File: config.mk
export PLATFORM = sky130hd
export DESIGN_NAME = sharp_update_scheduler_flat
export DESIGN_NICKNAME = d
export VERILOG_FILES = /design/src/rtl/sharp_update_scheduler_if.sv /design/src/rtl/sharp_update_scheduler.sv /design/src/flat_wrapper.sv
export SDC_FILE = /design/constraint.sdc
export NUM_CORES = 1
export LEC_CHECK = 0
export ABC_AREA = 1
export BUFFER_PORTS_ARGS = -buffer_cell sky130_fd_sc_hd__buf_2
export CAP_MARGIN = 20
export CORE_ASPECT_RATIO = 1.5
export CORE_UTILIZATION = 25
export CTS_CLUSTER_DIAMETER = 60
export DETAILED_ROUTE_END_ITERATION = 6
export GPL_ROUTABILITY_DRIVEN = 1
export HOLD_SLACK_MARGIN = 0.06
export MAX_ROUTING_LAYER = met4
export PLACE_DENSITY_LB_ADDON = 0.3
export RECOVER_POWER = 25
export SLEW_MARGIN = 10
export SYNTH_ARGS = -nofsm -noshare
export SYNTH_HDL_FRONTEND = slang
export SYNTH_SLANG_ARGS = --single-unit
File: constraint.sdc
create_clock -name clk_12mhz -period 25.2 [get_ports clk_12mhz]
set_clock_uncertainty 0.15 [all_clocks]
set_input_delay 2.52 -clock clk_12mhz [delete_from_list [all_inputs] [get_ports clk_12mhz]]
set_output_delay 2.52 -clock clk_12mhz [all_outputs]
set_load 0.05 [all_outputs]
File: src/rtl/sharp_update_scheduler_if.sv
// Mark inputs from the frame-buffer side and the command handshake to the LS013B7DH01 line writer.
interface sharp_update_scheduler_if #(
  parameter int unsigned ADDR_W = 8
);
  logic              mark_valid;
  logic [ADDR_W-1:0] mark_line;
  logic              mark_all;
  logic              clear_req;
  logic              cmd_valid;
  logic              cmd_ready;
  logic [2:0]        cmd_mode;
  logic [ADDR_W-1:0] cmd_addr;
  logic              cmd_done;
  logic              vcom;
  logic              idle;

  modport master (
    input  mark_valid, mark_line, mark_all, clear_req, cmd_ready, cmd_done,
    output cmd_valid, cmd_mode, cmd_addr, vcom, idle
  );

  modport slave (
    output mark_valid, mark_line, mark_all, clear_req, cmd_ready, cmd_done,
    input  cmd_valid, cmd_mode, cmd_addr, vcom, idle
  );
endinterface

File: src/rtl/sharp_update_scheduler.sv
// Chooses the next LS013B7DH01 command: all-clear first, then dirty lines round-robin.
// Also free-runs the VCOM polarity used for the M1 bit and EXTCOMIN.
module sharp_update_scheduler #(
  parameter int unsigned NUM_LINES = 168,
  parameter int unsigned ADDR_W    = 8,
  parameter int unsigned VCOM_DIV  = 200000
) (
  input  logic                     clk_12mhz,
  input  logic                     rst_n,
  sharp_update_scheduler_if.master bus
);

  localparam int unsigned CNT_W = $clog2(VCOM_DIV);

  localparam logic [1:0] ST_SCAN      = 2'd0;
  localparam logic [1:0] ST_ISSUE     = 2'd1;
  localparam logic [1:0] ST_CLR_ISSUE = 2'd2;
  localparam logic [1:0] ST_WAIT      = 2'd3;

  logic [1:0]           state, state_nxt;
  logic [ADDR_W-1:0]    ptr, ptr_nxt;
  logic [NUM_LINES-1:0] dirty, dirty_nxt;
  logic                 clear_pending, clear_nxt;
  logic                 cmd_valid_q, valid_nxt;
  logic [2:0]           cmd_mode_q, mode_nxt;
  logic [ADDR_W-1:0]    cmd_addr_q, addr_nxt;
  logic                 dirty_at_ptr;
  logic                 handshake;
  logic [CNT_W-1:0]     vcom_cnt;
  logic                 vcom_q;

  // Free-running VCOM divider, unrelated to the command flow.
  always_ff @(posedge clk_12mhz or negedge rst_n) begin
    if (!rst_n) begin
      vcom_cnt <= '0;
      vcom_q   <= 1'b0;
    end else if (vcom_cnt == CNT_W'(VCOM_DIV - 1)) begin
      vcom_cnt <= '0;
      vcom_q   <= ~vcom_q;
    end else begin
      vcom_cnt <= vcom_cnt + CNT_W'(1);
    end
  end

  always_ff @(posedge clk_12mhz or negedge rst_n) begin
    if (!rst_n) begin
      state         <= ST_SCAN;
      ptr           <= ADDR_W'(1);
      dirty         <= '0;
      clear_pending <= 1'b0;
      cmd_valid_q   <= 1'b0;
      cmd_mode_q    <= 3'b000;
      cmd_addr_q    <= '0;
    end else begin
      state         <= state_nxt;
      ptr           <= ptr_nxt;
      dirty         <= dirty_nxt;
      clear_pending <= clear_nxt;
      cmd_valid_q   <= valid_nxt;
      cmd_mode_q    <= mode_nxt;
      cmd_addr_q    <= addr_nxt;
    end
  end

  assign handshake = cmd_valid_q & bus.cmd_ready;

  always_comb begin
    state_nxt    = state;
    ptr_nxt      = ptr;
    dirty_nxt    = dirty;
    clear_nxt    = clear_pending;
    valid_nxt    = cmd_valid_q;
    mode_nxt     = cmd_mode_q;
    addr_nxt     = cmd_addr_q;
    dirty_at_ptr = 1'b0;

    for (int i = 0; i < int'(NUM_LINES); i++) begin
      if (ptr == ADDR_W'(i + 1)) dirty_at_ptr = dirty[i];
    end

    case (state)
      ST_SCAN: begin
        // Pointer steps every scan cycle so worst-case service latency is one pass.
        ptr_nxt = (ptr == ADDR_W'(NUM_LINES)) ? ADDR_W'(1) : ptr + ADDR_W'(1);
        if (clear_pending) begin
          valid_nxt = 1'b1;
          mode_nxt  = {1'b1, vcom_q, 1'b0};
          addr_nxt  = '0;
          state_nxt = ST_CLR_ISSUE;
        end else if (dirty_at_ptr) begin
          valid_nxt = 1'b1;
          mode_nxt  = {1'b0, vcom_q, 1'b1};
          addr_nxt  = ptr;
          state_nxt = ST_ISSUE;
        end
      end
      ST_ISSUE: begin
        if (handshake) begin
          valid_nxt = 1'b0;
          state_nxt = ST_WAIT;
          for (int i = 0; i < int'(NUM_LINES); i++) begin
            if (cmd_addr_q == ADDR_W'(i + 1)) dirty_nxt[i] = 1'b0;
          end
        end
      end
      ST_CLR_ISSUE: begin
        if (handshake) begin
          valid_nxt = 1'b0;
          state_nxt = ST_WAIT;
          dirty_nxt = '0;
          clear_nxt = 1'b0;
        end
      end
      ST_WAIT: begin
        if (bus.cmd_done) state_nxt = ST_SCAN;
      end
      default: state_nxt = ST_SCAN;
    endcase

    // New marks are applied last so they survive a same-cycle handshake clear.
    if (bus.mark_all) dirty_nxt = '1;
    if (bus.mark_valid) begin
      for (int i = 0; i < int'(NUM_LINES); i++) begin
        if (bus.mark_line == ADDR_W'(i + 1)) dirty_nxt[i] = 1'b1;
      end
    end
    if (bus.clear_req) clear_nxt = 1'b1;
  end

  assign bus.cmd_valid = cmd_valid_q;
  assign bus.cmd_mode  = cmd_mode_q;
  assign bus.cmd_addr  = cmd_addr_q;
  assign bus.vcom      = vcom_q;
  assign bus.idle      = (state == ST_SCAN) & ~|dirty & ~clear_pending & ~cmd_valid_q;

endmodule

File: src/flat_wrapper.sv
// flat-port wrapper written by rule: the top's interface ports become plain ports
module sharp_update_scheduler_flat 
#(
  parameter int unsigned NUM_LINES = 168,
  parameter int unsigned ADDR_W    = 8,
  parameter int unsigned VCOM_DIV  = 200000
)
  (clk_12mhz, rst_n, bus_mark_valid, bus_mark_line, bus_mark_all, bus_clear_req, bus_cmd_ready, bus_cmd_done, bus_cmd_valid, bus_cmd_mode, bus_cmd_addr, bus_vcom, bus_idle);
  sharp_update_scheduler_if #(.ADDR_W(ADDR_W)) bus_i ();
  input  logic clk_12mhz;
  input  logic rst_n;
  input wire logic [$bits(bus_i.mark_valid)-1:0] bus_mark_valid;
  input wire logic [$bits(bus_i.mark_line)-1:0] bus_mark_line;
  input wire logic [$bits(bus_i.mark_all)-1:0] bus_mark_all;
  input wire logic [$bits(bus_i.clear_req)-1:0] bus_clear_req;
  input wire logic [$bits(bus_i.cmd_ready)-1:0] bus_cmd_ready;
  input wire logic [$bits(bus_i.cmd_done)-1:0] bus_cmd_done;
  output wire logic [$bits(bus_i.cmd_valid)-1:0] bus_cmd_valid;
  output wire logic [$bits(bus_i.cmd_mode)-1:0] bus_cmd_mode;
  output wire logic [$bits(bus_i.cmd_addr)-1:0] bus_cmd_addr;
  output wire logic [$bits(bus_i.vcom)-1:0] bus_vcom;
  output wire logic [$bits(bus_i.idle)-1:0] bus_idle;
  assign bus_i.mark_valid = bus_mark_valid;
  assign bus_i.mark_line = bus_mark_line;
  assign bus_i.mark_all = bus_mark_all;
  assign bus_i.clear_req = bus_clear_req;
  assign bus_i.cmd_ready = bus_cmd_ready;
  assign bus_i.cmd_done = bus_cmd_done;
  assign bus_cmd_valid = bus_i.cmd_valid;
  assign bus_cmd_mode = bus_i.cmd_mode;
  assign bus_cmd_addr = bus_i.cmd_addr;
  assign bus_vcom = bus_i.vcom;
  assign bus_idle = bus_i.idle;
  sharp_update_scheduler #(.NUM_LINES(NUM_LINES), .ADDR_W(ADDR_W), .VCOM_DIV(VCOM_DIV)) u_core (.clk_12mhz(clk_12mhz), .rst_n(rst_n), .bus(bus_i));
endmodule
# == Yosys cells after proc, flatten, opt, wreduce, memory -nomap -nowiden ==
# Index checks and enable logic that the tools add are counted.
# Widths: inputs -> output; s select.
# classes
addsub,2
n_eq_ne,511
muxes,526
bitwise,7
n_reduce_logical,12
# op_table
op,count
$eq 8x7->1 const B,192
$eq 8x8->1 const B,123
$eq 8x6->1 const B,96
$mux 168,4
$mux 1,509
$eq 8x5->1 const B,48
$pmux 168 s2,1
$eq 8x4->1 const B,24
$reduce_or 168->1,1
$eq 8x3->1 const B,12
$eq 8x2->1 const B,6
$eq 8x1->1 const B,3
$mux 8,3
$add 18x1->18 const B,1
$eq 18x18->1 const B,1
$mux 18,1
$add 8x1->8 const B,1
$mux 2,4
$reduce_bool 2->1,4
$mux 3,2
$pmux 2 s3,1
$reduce_and 3->1,2
$and 1x1->1,4
$eq 2x2->1 const B,2
10 further kinds,13
# word_totals
ff_bits,210
in_bits,15
word_cells,1067

# == Depth between registers and ports, before layout ==
# Gate-level depths: netlist of run 1.
# logic_depth
word_depth,172
mapped_depth,176
ltp_nobuf,175

# == Least setup slack after synthesis of run 1 ==
# OpenSTA, ideal clock, no wires.
# synth_path
kind,register to register
startpoint,reg u_core.ptr[0]
endpoint,reg u_core.cmd_addr_q[2] (netlist: u_core.bus.cmd_addr[2])
setup_time_ps,120
arrival_time_ps,8954
required_time_ps,24930
setup_slack_ps,15976
stages_incl_launch_ff,174
cell_sequence,dfstp_2 -> inv_1 -> ha_1 -> inv_1 -> nor2_2 -> nor3_1 -> nand2_1 -> nand2_1 -> nand2_1 -> nand2_1 -> nand2_1 -> nand2_1 -> nand2_1 -> nand2_1 -> nand2_1 -> nand2_1 -> nand2_1 -> nand2_1 -> [... 138 more ...] -> nand2_1 -> nand3_1 -> nand2_1 -> nand2_1 -> nand2_1 -> nand2_1 -> nand2_1 -> nand2_1 -> nand2_1 -> nand2_1 -> nand2_1 -> nand2_1 -> nand2_2 -> nand3_1 -> nand2_2 -> buf_6 -> nand2_1 -> nand2_1
# synth_via
elab_chain_cells,171
word_cells_on_any_way,338
# synth_lines
item,line,source
"start, declared",sharp_update_scheduler.sv:21,"logic [ADDR_W-1:0] ptr, ptr_nxt;"
"start signal, assigned",sharp_update_scheduler.sv:56,ptr <= ptr_nxt;
$eq 8x1->1,sharp_update_scheduler.sv:78,if (ptr == ADDR_W'(i + 1)) dirty_at_ptr = dirty[i];
$mux 1 (167 in series),sharp_update_scheduler.sv:78,
$mux 1 (*),sharp_update_scheduler.sv:78,
$reduce_bool 2->1 (no source line) (*),-,
$reduce_and 2->1 (no source line) (*),-,
"end signal, assigned",sharp_update_scheduler.sv:61,cmd_addr_q <= addr_nxt;
"end, declared",sharp_update_scheduler.sv:26,"logic [ADDR_W-1:0] cmd_addr_q, addr_nxt;"
# Mark *: on every way between the ends. The rest lies on a longest branch, timed or not.
# A chain may end at the register's enable or synchronous reset.

# == Worst setup path in the final report of run 1 ==
# layout_path
startpoint,reg u_core.ptr[1]
endpoint,reg u_core.state[1]
# layout_via
elab_chain_cells,171
word_cells_on_any_way,338
# layout_lines
item,line,source
$eq 8x1->1,sharp_update_scheduler.sv:78,
$mux 1 (167 in series),sharp_update_scheduler.sv:78,
$mux 1 (*),sharp_update_scheduler.sv:78,
$ne 3x1->1 (no source line) (*),-,
$reduce_and 3->1 (no source line) (*),-,
"end signal, assigned",sharp_update_scheduler.sv:55,state <= state_nxt;
"end, declared",sharp_update_scheduler.sv:20,"logic [1:0] state, state_nxt;"
# Marked as above.

==> results of run 1 <==
layout make-up:
type                    count  area [sq um]
clock inverters            14           166
diodes                      2          5.00
fillers                  6081         38500
well taps                 689           862
flip-flops and latches    210          5260
repair buffers             46           277
clock buffers              30           674
inverters                 276          1040
multi-input cells        1493          7070
cell families (layout without fill, tap and decap cells):
group	count (synthesis)	after routing
flops	210	210
xor+xnor	6	6
other cells	0	2
simple gates	878	878
compound gates	600	600
buf+inv	371	366
fa+ha+maj	9	9
routing by layer:
layer,track usage,wire [um],vias up
li1,-,-,6819
met1,0.243,22000,7067
met2,0.346,28000,614
met3,0.0275,3610,181
met4,0.171,5220,0
met5,-,0,-
worst max-delay path, delay by kind of cell, from the launching register on:
kind,cells,cell delay (ns)
and+or+nand+nor,161,9.26
DFF,1,0.44
adders and majority gates,1,0.23
AOI/OAI and AO/OA,1,0.08
buffers and inverters,3,0.51
cell usage in the layout, fill, tap and decap left out, types with 2 or more instances in the layout:
cell type	instances
nand2_1	523
o21ai_0	336
inv_1	258
dfrtp_1	209
a21oi_1	182
nor2_1	148
nand3_1	98
nor4_1	42
o22ai_1	34
nand4_1	26
a31o_2	26
buf_2	26
clkbuf_16	25
buf_4	19
nor3_1	15
o31ai_1	14
or2_2	10
inv_2	10
clkinv_1	8
ha_1	8
xor2_1	6
nor2_2	5
nand2_2	4
a31oi_1	4
clkinvlp_4	4
clkinv_2	4
nor2_4	3
clkbuf_8	3
bufinv_16	3
clkbuf_1	3
diode_2	2
nand3_2	2
inv_6	2
flip-flops by register name (all words and copies together) (netlist names):
| name | cells |
|---|---|
| u_core.bus.cmd_addr | 8 |
| u_core.bus.cmd_mode | 3 |
| u_core.bus.cmd_valid | 1 |
| u_core.bus.vcom | 1 |
| u_core.clear_pending | 1 |
| u_core.dirty | 168 |
| u_core.ptr | 8 |
| u_core.state | 2 |
| u_core.vcom_cnt | 18 |
power groups by stage:
| stage | logic, W | clock network, W | registers [W] |
|---|---|---|---|
| finish | 0.000958 | 0.000379 | 0.000649 |
| global route | 0.00109 | 0.000398 | 0.000664 |
| CTS | 0.000950 | 0.000386 | 0.000644 |
| detailed placement | 0.000948 | 0 | 0.000650 |
| global placement | 0.000935 | 0 | 0.000648 |
| floorplan | 0.000720 | 0 | 0.000592 |
through the flow:
| stage | instance area [sq um] | util | cells | hold slack (ns) |
|---|---|---|---|---|
| after floorplan | 13700 | - | 2074 | 0.284 |
| final | 15300 | 0.285 | 2760 | 0.322 |
| after global routing | 15300 | 0.285 | 2759 | 0.346 |
| after CTS | 15400 | 0.285 | 2758 | 0.324 |
| after detailed placement | 14500 | 0.269 | 2714 | 0.314 |
| after global placement | 14500 | 0.269 | 2714 | 0.312 |
worst paths after layout:
path	startpoint	end	slack, ns	depth (start not counted)
worst max-delay path	u_core.ptr[1]	u_core.state[1]	14.45	166
worst min-delay path	u_core.vcom_cnt[11]	u_core.vcom_cnt[11]	0.32	1
worst max register to register	u_core.ptr[1]	u_core.state[1]	14.45	166
worst min register to register	u_core.vcom_cnt[11]	u_core.vcom_cnt[11]	0.32	1
max in group asynchronous	rst_n	u_core.dirty[82]	17.83	1
min in group asynchronous	rst_n	u_core.dirty[6]	3.93	1
==> results.cfg, run 1 <==
[pwr]
finalPower_w = 0.00199
p_leak_nw = 6.12
p_clk_frac = 0.191
p_int_w = 0.00103
peakVddDrop_v = 0.0000870
p_sw_frac = 0.481
p_comb_frac = 0.482
power.share.sequential = 0.327
power.density_mw_per_mm2 = 129
p_sw_w = 0.000955

[grt]
grt-ovfl-total = 0
antenna_found_initial = 1
grt_pass1_wl_um = 87300
grt_usage = 0.217
first_global_vias = 14000
grt_max_degree = 99

[sta]
finalCritPeriodShare = 0.427
worst_pin_slew_ns = 5.68
max_freq_mhz = 93.0
finalSetupViolations = 0
hold_viol = 0
slew_headroom = -2.79
fin_tns_setup_ns = 0
layout_setup_ws_ns = 14.45
grt_setup_unrepaired = no
slew_viol_final = 94
fin_crit_ns = 10.75

[logic_synthesis]
synthAdderAreaFrac = 0.00822
ys_ff_latch = 210
synthMuxAreaShare = 0
synth-xor-area-share = 0.00383
synth_top_area_share = 0.382
synth_compound_gate_area_share = 0.233
ys_seq_area_frac = 0.383
synth_edf_count = 0
yosys.cell_count.top_type = nand2_1
synth_cells = 2074
syn_area_per_cell_sq_um = 6.61
synth_area_leaders = dfrtp_1 38%, nand2_1 14%, o21ai_0 12%, inv_1 7.1%, a21oi_1 6.7%
synth_area_leader_cell = dfrtp_1
synth_top_cells_by_count = 523 x nand2_1, 336 x o21ai_0, 258 x inv_1
synth_top_family_by_area = simple AND/OR/NAND/NOR gates
synthesis.yosys.warnings = 0
syn_nets = 2098
syn_area_sq_mm = 0.0137
yosysUniqueCellTypes = 33
async_reset_ff_frac = 1.00
synthFlopType = dfrtp_1
yosys.area_share.simple = 0.270

[routing]
drt_wl_total_um = 58900
postRouteAntennaNets = 0
drc = 0
vias = 14700
drt_iter0_drc = 1361
drtPass1Iterations = 7
routedWlPerCell_um = 21.3
via_per_inst = 5.32

[cts]
cts_buffer_depth = 3
htree_levels = 1
post-cts-setup-buffer-count = 0
cts_tree = built
clockRootBuffer = clkbuf_16
holdBufCountCts = 0
clkSinkCount = 210
cts_made_buffers = 24
clock_latency_ns = 0.54
clk_pin_slew_ns = 0.06
cts_repair_resize_count = 0

[critical_path]
required_ns = 25.53
crit_top_cell = nand2_1
worstPathMaxFanout = 8
path_class = register to register
max_stage_delay_ns = 0.64
arrival_ns = 11.08
cp-start-kind = register
cp-end-kind = register
slowest_stage = nor2_2

[outcome]
violations = capacitance limit, slew limit
status = finished with violations

[floorplanning]
ioPinCount = 29
core_sq_mm = 0.0539
initial_core_util = 0.254
die_x_um = 193
die_h_um = 289
num_rows = 104
die_area_sq_mm = 0.0558

[place]
io_buffers = 28
dp.final_hpwl_um = 39900
dpl_worst_slack_ns = 14.51
place_congestion = 0.964

[final_layout]
area_growth_pct = 12.0
nets = 2075
drive_above_1_share = 0.0725

[min_path]
hp-class = register to register

[job]
drv_cap = 1
(Power assumes the default switching activity.)
==> run 2: changes to the inputs <==
- ABC_AREA: 1 -> 0
- clock period: 25.2 -> 8.78 ns (I/O delays scaled with it)
==> run 2 against run 1 <==
Via count is 0.12% lower; utilization increased by 0.32 points; critical path type is now input pin to asynchronous set/reset pin; sequential share of layout area is 0.37 points lower; flip-flop and latch count unchanged; largest cell class unchanged; the flow still finishes with violations (capacitance limit, slew limit); critical endpoint is now u_core.dirty[23]; routed wire length up 29%.
==> results.cfg, run 2 <==
[outcome]
status = finished with violations
violations = capacitance limit, slew limit

[final_layout]
nets = 1620
final_cell_mix = 245 x nand2_1, 214 x o21ai_0, 208 x dfrtp_1
reg_top3 = u_core.dirty x168, u_core.vcom_cnt x18
area_growth_pct = 13.3
largest_reg_flops = 168
drive_above_1_share = 0.0996
top_register = u_core.dirty
mostFrequentLayoutCell = nand2_1

[floorplanning]
die_area_sq_mm = 0.0557
core_sq_mm = 0.0539
ioPinCount = 29
die_x_um = 193
initial_core_util = 0.254
num_rows = 104
die_h_um = 289

[cts]
cts_tree = built
clockRootBuffer = clkbuf_16
cts_buffer_depth = 3
clkSinkCount = 210
holdBufCountCts = 0
htree_levels = 1
clk_pin_slew_ns = 0.06
cts_made_buffers = 27
cts_repair_resize_count = 0
post-cts-setup-buffer-count = 0
clock_latency_ns = 0.58

[critical_path]
cp.depth = 2
cp-start-kind = input pin
crit_family = buffers and inverters
reg2reg_depth = 12
slowest_stage = clkbuf_1
arrival_ns = 5.90
cp_num_buf_inv = 2
critical_path.cell_chain = clkbuf_1 -> clkbuf_2
worstPathMaxFanout = 86
max_stage_delay_ns = 3.36
cp-end-kind = asynchronous set/reset pin
required_ns = 9.04
path_class = input pin to asynchronous set/reset pin

[logic_synthesis]
synth_top_area_share = 0.382
synth_cells = 1644
syn_area_per_cell_sq_um = 8.33
async_reset_ff_frac = 1.00
yosysUniqueCellTypes = 81
yosys.cell_count.top_type = nand2_1
synthesis.yosys.warnings = 0
synth_area_leaders = dfrtp_1 38%, a221o_1 11%, o21ai_0 7.8%, nand2_1 6.7%, clkbuf_1 2.9%
synthFlopType = dfrtp_1
ys_seq_area_frac = 0.384
synth_area_leader_cell = dfrtp_1
synth_top_cells_by_count = 245 x nand2_1, 214 x o21ai_0, 209 x dfrtp_1
synth_edf_count = 0
ys_ff_latch = 210
syn_area_sq_mm = 0.0137
syn_nets = 1668

[routing]
postRouteAntennaNets = 0
routedWlPerCell_um = 32.7
drt_iter0_drc = 1879
via_per_inst = 6.34
m1WireLength_um = 27000
drc = 0
route.met3.wl_um = 5130
drtPass1Iterations = 6
dr_wl_met2_um = 35300
top_layer = met4
vias = 14700
drt_wl_total_um = 75700

[min_path]
hp-class = register to register
min_path_cells = 1

[grt]
first_global_vias = 14200
antenna_found_initial = 4
grt_usage = 0.280
grt_pass1_wl_um = 108000
grt-ovfl-total = 0
grt_max_degree = 169

[sta]
finalCritPeriodShare = 0.642
fin_tns_setup_ns = 0
worst_pin_slew_ns = 4.89
fin_crit_ns = 5.64
grt_setup_unrepaired = no
slew_headroom = -2.26
finalHoldWorstSlack_ns = 0.323
hold_viol = 0
finalSetupViolations = 0
max_freq_mhz = 177
slew_viol_final = 145

[place]
io_buffers = 28
dp.final_hpwl_um = 52200
place_congestion = 1.06

[job]
drv_cap = 2

[pwr]
power.density_mw_per_mm2 = 397
peakVddDrop_v = 0.000379
p_leak_nw = 5.61
-- run 2: changes by cell type after synthesis, moves of 70 or more --
| cell | delta |
|---|---|
| nand2_1 | -278 |
| o21ai_0 | -122 |
| a221o_1 | +155 |
| inv_1 | -225 |
| a21oi_1 | -105 |
| nor2_1 | -70 |
-- run 2: final cells by class --
type                    instances  area [sq um]
fillers                      5824         38300
multi-input cells            1254          7830
flip-flops and latches        210          5260
well taps                     689           862
clock buffers                  33           738
repair buffers                 68           467
clock inverters                17           220
inverters                      35           131
diodes                          8          20.0
-- run 2: metal layers --
layer	vias up	track usage
met5	-	-
met4	0	0.254
met1	7334	0.309
li1	6185	-
met3	291	0.0448
met2	853	0.430
-- run 2: cell families after synthesis --
logic type	share of synthesized area
adder cells (fa/ha/maj)	0.00822
multiplexers	0.00256
buffers and inverters	0.0530
flip-flops	0.384
AO/OA/AOI/OAI	0.322
XOR/XNOR	0.0128
AND/OR/NAND/NOR	0.217
-- run 2: metrics by stage --
step	cell area [sq um]	total power [W]	utilization	std cells	setup WS, ns
global placement	14500	0.00481	0.269	2252	3.80
CTS	15500	0.00607	0.288	2304	3.50
global route	15500	0.00643	0.288	2311	2.12
floorplan	13700	0.00372	-	1644	5.02
finish	15500	0.00616	0.288	2314	3.14
detailed placement	14500	0.00485	0.270	2254	3.68
-- run 2: final timing paths --
check / startpoint / slack (ns) / end
max: rst_n / 3.14 / u_core.dirty[23]
min: u_core.vcom_cnt[4] / 0.32 / u_core.vcom_cnt[4]
max reg2reg: u_core.ptr[0] / 3.58 / u_core.bus.cmd_mode[1]
min reg2reg: u_core.vcom_cnt[4] / 0.32 / u_core.vcom_cnt[4]
max in group clk_12mhz: u_core.state[1] / 3.40 / bus_idle
min in group asynchronous: rst_n / 1.91 / u_core.ptr[4]
-- run 2: report_power, final --
group          total (W)  switching (W)  internal [W]
registers        0.00180       0.000503       0.00130
clock network    0.00121       0.000512      0.000701
logic            0.00314        0.00208       0.00106
total            0.00616        0.00310       0.00306
==> run 3: changes to the inputs <==
- clock period: 8.78 -> 5.9 ns (I/O delays scaled with it)
==> run 3 against run 2 <==
The run ends with DRC, capacitance limit, slew limit left; via count is 0.61% lower; clock power up 20%; clock-buffer cell count fell by 4; non-clock buffer count is 15 higher; combinational power increased by 49%; flip-flop and latch count unchanged; first-iteration DRC count decreased by 2.2%; utilization decreased by 0.24 points; critical path depth is 7 higher; sequential share of layout area grew 0.29 points; total power is 45% higher; design area fell by 0.85%; largest power group unchanged.
==> results.cfg, run 3 (same netlist as run 2, synthesis figures left out) <==
[critical_path]
arrival_ns = 4.38
max_stage_delay_ns = 0.82
slowest_stage = nor2b_1
required_ns = 5.16
critical_path.cell_chain = inv_1 -> ha_1 -> clkbuf_1 -> nor2b_1 -> nor3b_1 -> nand4_1 -> nor4_1 -> and3_1 -> buf_2
cp-end-kind = output pin
worstPathMaxFanout = 20
path_class = register to output pin
cp-start-kind = register

[routing]
vias = 14600
drtPass1Iterations = 7
drt_wl_total_um = 75500
drt_iter0_drc = 1838
routedWlPerCell_um = 32.6
drc = 2
postRouteAntennaNets = 0
via_per_inst = 6.30

[job]
drv_cap = 1

[place]
place_congestion = 1.01
dpl_worst_slack_ns = 1.28
io_buffers = 28
dp.final_hpwl_um = 52800
place_inst = 2265

[sta]
max_freq_mhz = 195
grt_setup_unrepaired = no
fin_crit_ns = 5.12
layout_setup_ws_ns = 0.777
finalSetupViolations = 0
worst_pin_slew_ns = 3.73
slew_headroom = -1.49
hold_viol = 0
slew_viol_final = 65
fin_tns_setup_ns = 0
finalCritPeriodShare = 0.868

[final_layout]
instances_no_fill = 2314
final_cell_mix = 245 x nand2_1, 214 x o21ai_0, 208 x dfrtp_1
reg_top3 = u_core.dirty x168, u_core.vcom_cnt x18
drive_above_1_share = 0.0962
area_growth_pct = 12.4
mostFrequentLayoutCell = nand2_1
top_register = u_core.dirty
nets = 1631
largest_reg_flops = 168

[min_path]
hp-class = register to register

[cts]
cts_tree = built
clock_latency_ns = 0.55
htree_levels = 1
cts_buffer_depth = 3
post-cts-setup-buffer-count = 0
clk_pin_slew_ns = 0.06
clockRootBuffer = clkbuf_16
cts_made_buffers = 23
clkSinkCount = 210

[floorplanning]
die_h_um = 289
num_rows = 104
initial_core_util = 0.254
core_sq_mm = 0.0539
ioPinCount = 29
die_area_sq_mm = 0.0557
die_x_um = 193

[outcome]
status = finished with violations
violations = DRC, capacitance limit, slew limit

[pwr]
peakVddDrop_v = 0.000478
power.density_mw_per_mm2 = 579
p_leak_nw = 5.57

[grt]
antenna_found_initial = 2
grt_max_degree = 169
first_global_vias = 14300
grt_usage = 0.278
grt-ovfl-total = 0
grt_pass1_wl_um = 107000
## run 3: critical path: cells and delay by family (launching register included)
family	cells	cell delay, ns
simple gates	5	2.12
fa+ha+maj	1	0.16
flops	1	0.43
buf+inv	3	1.12
## run 3: per-stage QoR
stage / total power [W] / instance area, sq um / util / hold slack [ns]
2_1_floorplan: 0.00553 / 13700 / - / 0.144
3_3_place_gp: 0.00727 / 14600 / 0.272 / 0.305
3_5_place_dp: 0.00730 / 14600 / 0.272 / 0.321
4_1_cts: 0.00877 / 15400 / 0.285 / 0.335
5_1_grt: 0.00934 / 15400 / 0.286 / 0.347
6_report: 0.00892 / 15400 / 0.286 / 0.330
## run 3: repair_timing
item                      in CTS  in global routing
hold endpoints to repair      65                  0
hold buffers                   2                  0
resized for setup              0                  0
## run 3: final timing paths
kind / slack (ns) / startpoint / endpoint / cells after the start
min in group asynchronous: 1.73 / rst_n / u_core.state[0] / 2
max in group asynchronous: 1.70 / rst_n / u_core.dirty[75] / 3
setup reg to reg: 1.16 / u_core.ptr[2] / u_core.bus.cmd_addr[2] / 10
hold reg to reg: 0.33 / u_core.vcom_cnt[4] / u_core.vcom_cnt[4] / 1
hold / removal: 0.33 / u_core.vcom_cnt[4] / u_core.vcom_cnt[4] / 1
setup / recovery: 0.78 / u_core.state[0] / bus_idle / 9
## run 3: metal layers
layer	global-route usage	vias up	wire length, um
met2	0.447	835	36000
met1	0.298	7251	26500
met5	-	-	0
met4	0.233	0	7650
li1	-	6184	-
met3	0.0447	304	5330
## run 3: layout make-up
class                      count  area (sq um)
antenna                        4          10.0
clock inverter                10          87.6
timing repair buffer          83           596
multi-input combinational   1254          7820
inverter                      35           131
fill                        5824         38500
clock buffer                  29           628
sequential                   210          5260
tap                          689           862
## run 3: power by group
part | switching (W) | total, W | internal, W
clock network | 0.000657 | 0.00145 | 0.000796
logic | 0.00304 | 0.00468 | 0.00164
registers | 0.000856 | 0.00279 | 0.00193
